File: src/rtl/bidir_dir_ctrl.sv
// bidir_dir_ctrl: round-robin owner arbiter and direction-enable sequencer
// for one half-duplex A<->B buffer pair, with dead turnaround cycles.
//
// Ports:
//   clk, rst           : rising-edge clock, synchronous active-high reset
//   req_a, req_b       : level requests from side A / side B
//   gnt_a, gnt_b       : registered ownership grants
//   en_a2b, en_b2a     : driver enables (same as gnt_a / gnt_b)
//   turn               : high during turnaround dead cycles
//   busy               : high whenever not idle
module bidir_dir_ctrl #(
  parameter int TURN_CYC = 2,
  parameter int MAX_HOLD = 16,
  parameter int CNT_W    = 8
) (
  input  logic clk,
  input  logic rst,
  input  logic req_a,
  input  logic req_b,
  output logic gnt_a,
  output logic gnt_b,
  output logic en_a2b,
  output logic en_b2a,
  output logic turn,
  output logic busy
);

  localparam logic [1:0] S_IDLE  = 2'd0;
  localparam logic [1:0] S_OWN_A = 2'd1;
  localparam logic [1:0] S_OWN_B = 2'd2;
  localparam logic [1:0] S_TURN  = 2'd3;

  localparam logic [CNT_W-1:0] HOLD_LAST =
    CNT_W'(MAX_HOLD - 1);
  localparam logic [CNT_W-1:0] TURN_LAST =
    CNT_W'(TURN_CYC - 1);
  localparam logic [CNT_W-1:0] CNT_ONE =
    CNT_W'(1);

  logic [1:0]       state;
  logic [1:0]       state_nxt;
  logic [CNT_W-1:0] hold_cnt;
  logic [CNT_W-1:0] t_cnt;
  logic             last_b;

  logic gnt_a_q;
  logic gnt_b_q;
  logic turn_q;
  logic busy_q;

  logic arb_a;
  logic arb_b;
  logic [1:0] arb_state;
  logic hold_sat;
  logic t_last;
  logic rel_a;
  logic rel_b;
  logic enter_a;
  logic enter_b;
  logic enter_t;

  // Tie goes to the side that was not served last.
  assign arb_a = req_a & (~req_b | last_b);
  assign arb_b = req_b & (~req_a | ~last_b);

  always_comb begin
    arb_state = S_IDLE;
    unique case (1'b1)
      arb_a:   arb_state = S_OWN_A;
      arb_b:   arb_state = S_OWN_B;
      default: arb_state = S_IDLE;
    endcase
  end

  assign hold_sat = (hold_cnt == HOLD_LAST);
  assign t_last   = (t_cnt == TURN_LAST);

  // Owner lets go on its own, or is forced out once
  // the hold budget is used while the peer waits.
  assign rel_a = ~req_a | (hold_sat & req_b);
  assign rel_b = ~req_b | (hold_sat & req_a);

  always_comb begin
    state_nxt = state;
    case (state)
      S_IDLE: begin
        state_nxt = arb_state;
      end
      S_OWN_A: begin
        if (rel_a) begin
          state_nxt = S_TURN;
        end
      end
      S_OWN_B: begin
        if (rel_b) begin
          state_nxt = S_TURN;
        end
      end
      S_TURN: begin
        if (t_last) begin
          state_nxt = arb_state;
        end
      end
      default: begin
        state_nxt = S_IDLE;
      end
    endcase
  end

  assign enter_a = (state_nxt == S_OWN_A) &
                   (state != S_OWN_A);
  assign enter_b = (state_nxt == S_OWN_B) &
                   (state != S_OWN_B);
  assign enter_t = (state_nxt == S_TURN) &
                   (state != S_TURN);

  always_ff @(posedge clk) begin
    if (rst) begin
      state <= S_IDLE;
    end else begin
      state <= state_nxt;
    end
  end

  always_ff @(posedge clk) begin
    if (rst) begin
      last_b <= 1'b1;
    end else if (enter_a) begin
      last_b <= 1'b0;
    end else if (enter_b) begin
      last_b <= 1'b1;
    end
  end

  always_ff @(posedge clk) begin
    if (rst) begin
      hold_cnt <= '0;
    end else if (enter_a | enter_b) begin
      hold_cnt <= '0;
    end else if (!hold_sat) begin
      hold_cnt <= hold_cnt + CNT_ONE;
    end
  end

  always_ff @(posedge clk) begin
    if (rst) begin
      t_cnt <= '0;
    end else if (enter_t) begin
      t_cnt <= '0;
    end else if (state == S_TURN) begin
      t_cnt <= t_cnt + CNT_ONE;
    end
  end

  // Outputs are flops loaded from the next state so they
  // change cleanly on the clock edge with the state.
  always_ff @(posedge clk) begin
    if (rst) begin
      gnt_a_q <= 1'b0;
      gnt_b_q <= 1'b0;
      turn_q  <= 1'b0;
      busy_q  <= 1'b0;
    end else begin
      gnt_a_q <= (state_nxt == S_OWN_A);
      gnt_b_q <= (state_nxt == S_OWN_B);
      turn_q  <= (state_nxt == S_TURN);
      busy_q  <= (state_nxt != S_IDLE);
    end
  end

  assign gnt_a  = gnt_a_q;
  assign gnt_b  = gnt_b_q;
  assign en_a2b = gnt_a_q;
  assign en_b2a = gnt_b_q;
  assign turn   = turn_q;
  assign busy   = busy_q;

endmodule
File: config.mk
export PLATFORM = sky130hd
export DESIGN_NAME = bidir_dir_ctrl
export DESIGN_NICKNAME = d
export VERILOG_FILES = /design/src/rtl/bidir_dir_ctrl.sv
export SDC_FILE = /design/constraint.sdc
export NUM_CORES = 1
export LEC_CHECK = 0
export BUFFER_PORTS_ARGS = -buffer_cell sky130_fd_sc_hd__clkbuf_2
export CAP_MARGIN = 10
export CORE_UTILIZATION = 30
export DETAILED_ROUTE_END_ITERATION = 8
export GPL_TIMING_DRIVEN = 0
export PLACE_DENSITY = 0.49
export SYNTH_ARGS = -nofsm -noshare
export SYNTH_HDL_FRONTEND = slang
export SYNTH_SLANG_ARGS = --single-unit
File: constraint.sdc
create_clock -name clk -period 4.15 [get_ports clk]
set_clock_uncertainty 0.05 [all_clocks]
set_input_delay 1.245 -clock clk [delete_from_list [all_inputs] [get_ports clk]]
set_output_delay 1.245 -clock clk [all_outputs]
set_load 0.005 [all_outputs]
==> results of run 1 <==
-- through the flow --
| step | hold slack [ns] | setup WS, ns | total power [mW] |
|---|---|---|---|
| after floorplan | 0.420 | 1.96 | 0.323 |
| after CTS | 0.468 | 1.73 | 0.494 |
| after detailed placement | 0.455 | 1.47 | 0.354 |
| after global placement | 0.438 | 1.53 | 0.352 |
| after global routing | 0.498 | 1.66 | 0.518 |
| final | 0.463 | 1.73 | 0.488 |
-- layer usage --
metal,GRT usage,vias to the layer above
li1,-,495
met1,0.197,456
met2,0.190,26
met3,0.0214,5
met4,0.0739,0
met5,0,-
-- worst max path at each step --
stage,start,endpoint,cells past startpoint
4_1_cts,req_b,t_cnt[5],5
2_1_floorplan,req_a,t_cnt[2],4
6_report,req_b,t_cnt[5],5
5_1_grt,req_b,t_cnt[5],5
3_5_place_dp,req_b,t_cnt[5],5
3_3_place_gp,req_b,t_cnt[2],5
-- synth_stat cells, drive strengths merged (2+ instances only) --
cell and n:
nor2 10, clkbuf 3, nand4 5, nand2b 2, dfxtp 23, buf 2
a21oi 6, inv 4, or2 2, a311oi 6, and4 2, o211ai 3
a31oi 4, and2 2, or3 2, nand2 10, xor2 9, and3 3
ha 3, nor2b 3, nor3 3, xnor2 2, nand3 4
-- flip-flops by register name (all words and copies together) (netlist names) --
signal,flops
busy,1
t_cnt,8
last_b,1
state,2
hold_cnt,8
en_b2a,1
en_a2b,1
turn,1
-- power by group through the flow --
stage | clock network [mW] | registers (mW) | logic [mW]
3_3_place_gp | 0 | 0.252 | 0.0994
4_1_cts | 0.145 | 0.248 | 0.101
2_1_floorplan | 0 | 0.251 | 0.0718
5_1_grt | 0.153 | 0.251 | 0.113
3_5_place_dp | 0 | 0.253 | 0.100
6_report | 0.139 | 0.248 | 0.101
-- area by class of cell --
type	count	area, µm²	share of cell area
plain buffers	5	26.3	0.0201
clock buffers	3	41.3	0.0316
clock inverters	1	5.00	0.00384
inverters	4	15.0	0.0115
multi-input cells	95	652	0.500
flip-flops and latches	23	460	0.353
well taps	48	60.1	0.0460
repair buffers	9	45.0	0.0345
-- worst max-delay path, cell delays in order --
cell      delay (ns)
clkbuf_2        0.13
nand2b_1        0.16
o22ai_1         0.11
a21oi_1         0.63
a311oi_1        0.21
-- logic make-up after synthesis --
group,Yosys count,share of synthesized area
and+or+nand+nor,50,0.236
AOI/OAI and AO/OA,31,0.213
DFF,23,0.399
xor gates and xnor gates,11,0.0835
buffers and inverters,9,0.0358
adders and majority gates,3,0.0325
==> impl_metrics.json, run 1 <==
{
  "outcome": "complete, no violations",
  "ys_warn_count": 0,
  "place_hpwl_um": 1710,
  "drv_cap": 0,
  "syn_inst": 127,
  "cts_sinks": 23,
  "end_kind": "flop",
  "worstMarginPinSlew_ns": 0.744,
  "slew_headroom": 0.504,
  "synth_area_leader_cell": "dfxtp_1",
  "synth_seq_cells": 23,
  "insertion_delay_ns": 0.26,
  "worstPathArrival_ns": 2.49,
  "syn_area_um2": 1150,
  "rows": 22,
  "powerDensity_nw_per_um2": 374,
  "synth_nets": 134,
  "synth-edff-count": 0,
  "p_int_uw": 343,
  "coreArea_um2": 3660,
  "fin_util": 0.356,
  "synth_area_leaders": "dfxtp_1 40%, xor2_1 6.8%, a311oi_1 4.6%",
  "dp_cells": 184,
  "fill_cells": 381,
  "wl_met1_um": 1270,
  "fin_nets": 148,
  "drt_first_iter_violations": 34,
  "placed_area_um2": 1260,
  "vdd_drop_max_v": 0.000138,
  "leakage_nw": 0.487,
  "fin_crit_ns": 2.42,
  "async_flop_share": 0,
  "final_area_um2": 1310,
  "min_path_cells": 2,
  "critical_path_class": "in -> reg",
  "grt_max_degree": 14,
  "ant_nets": 0,
  "r2r-start": "t_cnt[0]",
  "ys_types": 38,
  "tns_ns": 0,
  "grt_overflow": 0,
  "drv_slew": 0,
  "wl_met2_um": 1040,
  "grt_pass1_vias": 898,
  "cts_resized": 0,
  "syn_avg_cell_area_um2": 9.08,
  "grt_pass1_wl_um": 4290,
  "hold_class": "reg -> reg",
  "p_clk_frac": 0.286,
  "crit_required_ns": 4.22,
  "hold_viol": 0,
  "min_to": "hold_cnt[1]",
  "start_util": 0.315,
  "first_pass_iters": 4,
  "setup_violations": 0,
  "start_kind": "input port",
  "n_antenna_cell": 0,
  "final_common_cell": "dfxtp_1",
  "min-delay-start": "hold_cnt[1]",
  "clk_pin_slew_ns": 0.08,
  "ys.flop_type": "dfxtp_1",
  "drive_gt1_frac": 0.150,
  "p_sw_frac": 0.298,
  "ys_seq_area_frac": 0.399,
  "max_clock_freq_mhz": 413,
  "avgViaCountPerCell": 5.22,
  "root_buffer": "clkbuf_8",
  "crit_path_max_fanout": 8,
  "finalCritPeriodShare": 0.584,
  "area.growth.synth_to_final_pct": 13.1,
  "p_sw_uw": 146,
  "cts_buffer_depth": 2,
  "yosys.area.top_type_share": 0.399,
  "layoutNonFillerInstCount": 188,
  "p_seq_frac": 0.508,
  "num_io_pins": 10,
  "grt_setup_unrepaired": "false",
  "cts_setup_buffers": 0,
  "drc_errors": 0,
  "rr_endpoint": "hold_cnt[5]",
  "combPwrFrac": 0.206,
  "route.met3.wl_um": 102,
  "rrSetupSlack_ns": 1.95,
  "dieHeight_um": 64.0,
  "place.gp.congestion": 0.792,
  "rr_worst_depth": 5,
  "portBuffers": 9,
  "cts_tree": "yes",
  "wirelength_um": 2460,
  "cts_buffers": 3,
  "die_w_um": 64.0,
  "grt_use_total": 0.136,
  "highest_layer": "met4",
  "cts_htree_levels": 1,
  "ctsHoldBuffers": 0,
  "vias": 982,
  "final_cell_mix": "23 x dfxtp_1, 10 x nand2_1, 10 x nor2_1",
  "wl_per_cell_um": 13.1,
  "dieArea_um2": 4100,
  "antenna_found_initial": 0
}
(Power assumes the default switching activity.)
==> run 2: changes to the inputs <==
PLACE_DENSITY = 0.5   (was 0.49)
clock period = 2.18 ns   (was 4.15 ns; I/O delays follow)
==> run 2 against run 1 <==
Net effect: hold slack worse by 0.0081 ns; critical endpoint is now hold_cnt[2]; register-to-register slack got worse by 1.8 ns; count of clock-buffer cells in the layout is 1 higher; sequential cell count is the same; highest routed layer unchanged; routed wire length down 4.0%; largest power group unchanged.
==> impl_metrics.json, run 2 (synthesis results as in run 1) <==
{
  "place_hpwl_um": 1650,
  "clk_pin_slew_ns": 0.08,
  "wl_per_cell_um": 12.5,
  "final_common_cell": "dfxtp_1",
  "drive_gt1_frac": 0.177,
  "n_antenna_cell": 0,
  "grt_use_total": 0.131,
  "grt_pass1_vias": 910,
  "dieHeight_um": 64.0,
  "num_io_pins": 10,
  "cts_htree_levels": 1,
  "insertion_delay_ns": 0.26,
  "hold_viol": 0,
  "p_seq_frac": 0.502,
  "combPwrFrac": 0.219,
  "finalCritPeriodShare": 0.952,
  "place.gp.congestion": 0.792,
  "worstPathArrival_ns": 2.18,
  "die_w_um": 64.0,
  "area.growth.synth_to_final_pct": 15.7,
  "rows": 22,
  "pre_cts_ws_ns": 0.0214,
  "p_sw_uw": 276,
  "final_cell_mix": "22 x dfxtp_1, 10 x nand2_1, 10 x nor2_1",
  "drv_cap": 0,
  "crit_path_max_fanout": 8,
  "leakage_nw": 0.494,
  "coreArea_um2": 3660,
  "worstMarginPinSlew_ns": 0.544,
  "vdd_drop_max_v": 0.000201,
  "portBuffers": 9,
  "root_buffer": "clkbuf_8",
  "hold_class": "reg -> reg",
  "p_int_uw": 664,
  "cts_buffers": 3,
  "hold_slack_ns": 0.454,
  "biggestRegsByFlops": "hold_cnt (8), t_cnt (8), state (2)",
  "slew_headroom": 0.634,
  "wirelength_um": 2360,
  "avgViaCountPerCell": 5.16,
  "cts_buffer_depth": 2,
  "crit_chain": "inv_1 > ha_1 > or4b_4 > o31a_1 > o31ai_4 > buf_4 > a21oi_1",
  "ant_nets": 0,
  "fin_nets": 149,
  "grt_setup_unrepaired": "false",
  "cts_sinks": 23,
  "cts_tree": "yes",
  "cp_num_buf_inv": 2,
  "critical_path_class": "reg -> reg",
  "antenna_found_initial": 0,
  "fin_util": 0.365,
  "start_util": 0.315,
  "crit_slowest_cell": "or4b_4",
  "p_clk_frac": 0.279,
  "first_pass_iters": 4,
  "grt_pass1_wl_um": 4130,
  "critical_path.top_delay_family": "compound AO/OA/AOI/OAI gates",
  "max_clock_freq_mhz": 482,
  "tns_ns": 0,
  "vias": 976,
  "grt_overflow": 0,
  "p_sw_frac": 0.293,
  "end_kind": "flop",
  "powerDensity_nw_per_um2": 704,
  "crit_required_ns": 2.28,
  "drv_slew": 0,
  "drc_errors": 0,
  "dieArea_um2": 4100,
  "grt_max_degree": 13,
  "max_stage_delay_ns": 0.49,
  "drt_first_iter_violations": 39,
  "fin_crit_ns": 2.07,
  "start_kind": "flop",
  "setup_violations": 0,
  "fin_ws_ns": 0.105,
  "outcome": "complete, no violations"
}
run 2: changes by cell type in the layout (fill, tap and decap cells not counted), sizes merged:
cell | previous run | this run
clkinv | 1 | 0
buf | 2 | 3
clkbuf | 15 | 16
run 2: path summary, 6_finish.rpt:
| kind | start | to | slack [ns] | cells after the start |
|---|---|---|---|---|
| hold / removal | hold_cnt[1] | hold_cnt[1] | 0.45 | 2 |
| setup reg to reg | t_cnt[1] | hold_cnt[2] | 0.11 | 7 |
| hold reg to reg | hold_cnt[1] | hold_cnt[1] | 0.45 | 2 |
| setup / recovery | t_cnt[1] | hold_cnt[2] | 0.11 | 7 |
run 2: layout make-up:
type / count / area (µm²)
repair buffers: 10 / 52.6
fillers: 383 / 2330
plain buffers: 5 / 26.3
well taps: 48 / 60.1
flip-flops and latches: 23 / 462
inverters: 4 / 15.0
multi-input cells: 95 / 674
clock buffers: 4 / 45.0
run 2: per-stage QoR:
stage,instances,instance area [µm²],total power [mW]
floorplan,127,1150,0.614
global placement,184,1260,0.669
detailed placement,184,1260,0.670
CTS,188,1300,0.937
global route,189,1340,1.00
finish,189,1340,0.940
run 2: worst min-delay path, delay by kind of cell, from the launching register on:
kind / cells / cell delay [ns]
DFF: 1 / 0.34
AOI/OAI and AO/OA: 1 / 0.05
and+or+nand+nor: 1 / 0.07
run 2: per-layer routing:
layer / vias to the layer above / track usage / part of all wire
met3: 2 / 0.0214 / 0.040
met2: 21 / 0.188 / 0.44
met4: 0 / 0.0739 / 0.0098
met1: 454 / 0.183 / 0.51
met5: - / 0 / 0
li1: 499 / - / -
run 2: power groups by stage:
stage                     clock (mW)  combinational [mW]  sequential (mW)
after floorplan                    0               0.137            0.477
after global placement             0               0.188            0.481
after detailed placement           0               0.188            0.482
after CTS                      0.276               0.190            0.472
after global routing           0.293               0.231            0.479
final                          0.262               0.206            0.472
run 2: repair_timing:
action | in CTS | in global routing
setup endpoints to repair | 8 | 17
pin swaps | 1 | 1
buffers inserted | 0 | 1
gates resized for setup | 0 | 5
hold buffers | 0 | 0
